File: src/rtl/three_bit_adder.sv
// Registered 3-bit ripple-carry adder with carry-out, bit-sliced ports.

// Gate-level full-adder cell: sum and carry are purely combinational.
module three_bit_adder_fa (
  input  logic a,
  input  logic b,
  input  logic ci,
  output logic s_c,
  output logic co_c
);

  logic p;

  // Propagate term is shared by sum and carry.
  assign p    = a ^ b;
  assign s_c  = p ^ ci;
  assign co_c = (a & b) | (ci & p);

endmodule

module three_bit_adder (
  input  logic clk,
  input  logic rst_n,
  input  logic a0,
  input  logic a1,
  input  logic a2,
  input  logic b0,
  input  logic b1,
  input  logic b2,
  output logic sum0,
  output logic sum1,
  output logic sum2,
  output logic cout
);

  localparam int unsigned W = 3;

  logic [W-1:0] a_v;
  logic [W-1:0] b_v;
  logic [W-1:0] s_v;
  logic [W:0]   c_v;
  logic [W:0]   res_d;
  logic [W:0]   res_q;

  // Gather scalar operand bits into vectors, LSB at index 0.
  assign a_v    = {a2, a1, a0};
  assign b_v    = {b2, b1, b0};
  assign c_v[0] = 1'b0;

  // Ripple-carry chain of full-adder cells.
  for (genvar i = 0; i < W; i++) begin : g_fa
    three_bit_adder_fa u_fa (
      .a    (a_v[i]),
      .b    (b_v[i]),
      .ci   (c_v[i]),
      .s_c  (s_v[i]),
      .co_c (c_v[i+1])
    );
  end

  // Next result: carry-out of the last cell above the sum bits.
  always_comb begin
    res_d = '0;
    res_d = {c_v[W], s_v};
  end

  // Output register; reset clears immediately and discards any in-flight result.
  always_ff @(posedge clk or negedge rst_n) begin
    if (!rst_n) begin
      res_q <= '0;
    end else begin
      res_q <= res_d;
    end
  end

  assign sum0 = res_q[0];
  assign sum1 = res_q[1];
  assign sum2 = res_q[2];
  assign cout = res_q[3];

endmodule

File: config.mk
export PLATFORM = sky130hd
export DESIGN_NAME = three_bit_adder
export DESIGN_NICKNAME = d
export VERILOG_FILES = /design/src/rtl/three_bit_adder.sv
export SDC_FILE = /design/constraint.sdc
export NUM_CORES = 1
export LEC_CHECK = 0
export ABC_AREA = 1
export CAP_MARGIN = 20
export CORE_AREA = 2 2 39 41
export DETAILED_ROUTE_END_ITERATION = 10
export DIE_AREA = 0 0 41 43
export GPL_TIMING_DRIVEN = 0
export PLACE_DENSITY = 0.37
export SLEW_MARGIN = 20
export SYNTH_ARGS = -nofsm -noshare
export SYNTH_HDL_FRONTEND = slang
export SYNTH_SLANG_ARGS = --single-unit
export TNS_END_PERCENT = 1
File: constraint.sdc
create_clock -name clk -period 0.85 [get_ports clk]
set_input_delay 0.085 -clock clk [delete_from_list [all_inputs] [get_ports clk]]
set_output_delay 0.085 -clock clk [all_outputs]
set_load 0.01 [all_outputs]
# Yosys cells after proc, flatten, opt, wreduce, memory -nomap -nowiden
# Cells that the tools add are included.
# word_totals
n_memories,0
rom_bits,0
in_bits,8
ff_bits,4
out_inout_bits,4
latch_bits,0
ram_bits,0
# classes
bitwise,12
addsub,0
mul,0
n_eq_ne,0
reduce_logical,0
order_cmp,0
mux,0
div_mod_pow,0
shift,0
# op_table
op,count
$and A1 B1 Y1,5
$xor A1 B1 Y1,5
$or A1 B1 Y1,2

# Logic depth before layout (Yosys ltp)
# depth
word_depth,5
mapped_depth,5
depth_no_buf,5

# Hierarchy
# Synthesis repeated with hierarchy kept, for this count alone.
# unflattened
cells_unflattened,8
hier_area_um2,163.9
# by_module_without_submodules
module,n_inst,cells_each,area_each_um2,seq_area_each_um2
three_bit_adder,1,5,103.8,100.1
three_bit_adder_fa,3,1,20.0,0.0

# Least setup slack after synthesis
# Ideal clock, no wire load.
# synth_path
kind,input to register
from,input a0
to,register res_q[2]
setup_ns,0.064
n_path_buf,0
stages,5
required_time_ns,0.786
setup_slack_ns,-0.342
arrival_time_ns,1.128
path_cell_list,ha_1 fa_1 inv_1 fa_1 inv_1
# synth_between
elab_chain_len,4
# synth_rtl
element,line_no,source
from (decl),24,"input logic a0,"
$and A1 B1 Y1 (2 in a row),17,assign co_c = (a & b) | (ci & p);
$or A1 B1 Y1,17,
$xor A1 B1 Y1,16,assign s_c = p ^ ci;
via g_fa[2].u_fa.s_c,8,"output logic s_c,"
to (signal assigned),72,res_q <= res_d;
to (decl),43,logic [W:0] res_q;
# The timed path passes the listed nets, and every way through them passes these cells.

# Worst setup path in the final report
# layout_path
from,input b2
to,register res_q[2]
# layout_between
elab_chain_len,2
# layout_rtl
element,line_no,source
from (decl),29,"input logic b2,"
$xor A1 B1 Y1,15,assign p = a ^ b;
$xor A1 B1 Y1,16,
via g_fa[2].u_fa.s_c,8,
# The timed path passes the listed nets, and every way through them passes these cells.

==> run metrics <==
Post-CTS Setup Inserts 0; CP startpoint kind input pin; largest net degree at the start of global routing 5; first-pass GRT wire length between 400 and 500 um; Max Clk Rate 1010 MHz; Initial Util 0.124; FF+latch count, synth 4; setup violators final 1; Max stage delay cell, worst path fa_1; Critical Path Max Stage Delay between 400 and 500 ps; Worst Path Required roughly 970 ps; total I/O pin count 12; Final nets 39; htree depth 1; hold buffer count at cts 0; Leakage Power between 0.15 and 0.2 nW; cell accounting for the most synthesized area dfrtp_1; crit end category flop; vias per cell 2.90; max-slew violation count 0; Final Hold Viols 0; Slew @ Worst Pin 172 ps; number of synthesized flops with an enable pin 0; Total Power 0.553 mW; setup ws final -136 ps; Remaining DRCs 0; clock period minus worst slack between 900 and 1000 ps; Critical Path Most Common Cell inv_1; via count about 120; crit path max fanout 1; diode count 0; dpl cells 39; TritonCTS clock tree built; Yosys top cell area share 0.584; die area about 1800 um^2; Syn Inst Count 12; layout cell share with drive strength beyond 1 0.538; GRT Total Usage 0.0444; input/output buffers 11; top flop regs res_q: 4 flops; status finished, violations left; # clock sinks 4; RSZ-0062 raised after global routing true; CP top delay family buffers and inverters; CTS buffer count 3; Bufs and invs on worst path 3; MaxCap Viol Count 0; ranking of synthesized cells by area dfrtp_1 58%, fa_1 23%, inv_1 11%; register area share after synthesis 0.584; Largest Register res_q; Max-slew headroom 0.885; worst hold-check path type in -> async; power per cell area approximately 1800 nW/um^2; DR WL/cell 7.17 um; total iterations of the first detailed-routing run 2; Clk pin slew, worst setup/hold paths about 40 ps; vias in the first global route 130; max reg flops 4; Final ANT Viol Nets 0; GRT overflow 0; iteration-0 DRC count of the detailed router 1; core area approximately 1400 um^2; pre-CTS setup slack -808 ps; deepest clock path buffer count 2; commonest cells in the synthesized netlist 5 x inv_1, 4 x dfrtp_1, 2 x fa_1; syn_nets 23; Synth async-reset ratio 1.00; num rows 14; most frequent cell after synthesis inv_1; period utilisation layout 1.16; kind of critical path in -> reg; Critical Path AT roughly 1100 ps; Avg Cell Area, Syn around 14 um^2; synth-to-layout area growth 83.9%; predominant post-synthesis flop cell dfrtp_1; synth warn 0; die height around 43 um; initial antenna violation count 0; Netlist cell types 4; final weighted congestion in routability-driven placement roughly 0.57; critical-path cell list clkdlybuf4s50_1 -> inv_1 -> fa_1 -> inv_1; failing checks setup timing; root buf cell clkbuf_4; drt total wl ~300 um; fin cells 42; Syn Std Cell Area around 170 um^2; Die Wd approximately 41 um; Max VDD drop 0.000351 V
## logic make-up after synthesis
| kind of cell | Yosys count | share of synthesized area |
|---|---|---|
| adders and majority gates | 3 | 0.307 |
| buffers and inverters | 5 | 0.110 |
| DFF | 4 | 0.584 |
## repair_timing
| action | 4_1_cts | 5_1_grt |
|---|---|---|
| setup endpoints to repair | 7 | 2 |
| resized for setup | 34 | 0 |
| pin swaps | 3 | 1 |
| endpoints found under the hold margin | 0 | 0 |
## how the worst max path moves through the flow
stage	to	startpoint	slack, ps	cells after the start
2_1_floorplan	res_q[2]	a0	-290	5
3_3_place_gp	res_q[2]	a0	-810	6
3_5_place_dp	res_q[2]	a0	-810	6
4_1_cts	res_q[2]	b0	-140	6
5_1_grt	res_q[2]	b0	-170	6
6_report	res_q[2]	b2	-140	4
## layout by cell type, fill, tap and decap left out
| master | n |
|---|---|
| inv_1 | 3 |
| buf_2 | 5 |
| clkdlybuf4s15_1 | 1 |
| clkdlybuf4s50_1 | 2 |
| dlygate4sd2_1 | 1 |
| clkbuf_4 | 3 |
| inv_2 | 2 |
| dfrtp_1 | 4 |
| fa_2 | 1 |
| buf_6 | 2 |
| ha_4 | 1 |
| fa_1 | 1 |
## per-stage QoR
step                cell area [um^2]  utilization  hold WS, ps  TNS, ps
finish                           315        0.228         51.8     -136
global route                     315        0.228         54.0     -194
detailed placement               317        0.229          294    -2210
global placement                 317        0.229          294    -2200
CTS                              315        0.228         44.8     -139
floorplan                        186            -         -211     -357
## cell type report
type,count,area [um^2]
clock buffers,3,22.5
fillers,156,1070
inverters,5,18.8
repair buffers,11,86.3
flip-flops and latches,4,100
well taps,16,20.0
multi-input cells,3,67.6
## per-layer routing
metal | GRT usage | part of all wire | vias to the layer above
li1 | - | - | 60
met1 | 0.0426 | 0.39 | 51
met2 | 0.0500 | 0.41 | 11
met3 | 0.0157 | 0.20 | 0
met4 | 0.0800 | 0 | 0
met5 | 0 | 0 | -
## report_power, final
part / internal, mW / total, mW / switching [mW] / leakage (nW)
combinational: 0.0561 / 0.105 / 0.0487 / 0.0956
clock: 0.157 / 0.228 / 0.0707 / 0.0138
sequential: 0.216 / 0.220 / 0.00444 / 0.0469
Power figures use the tool's default switching activity.
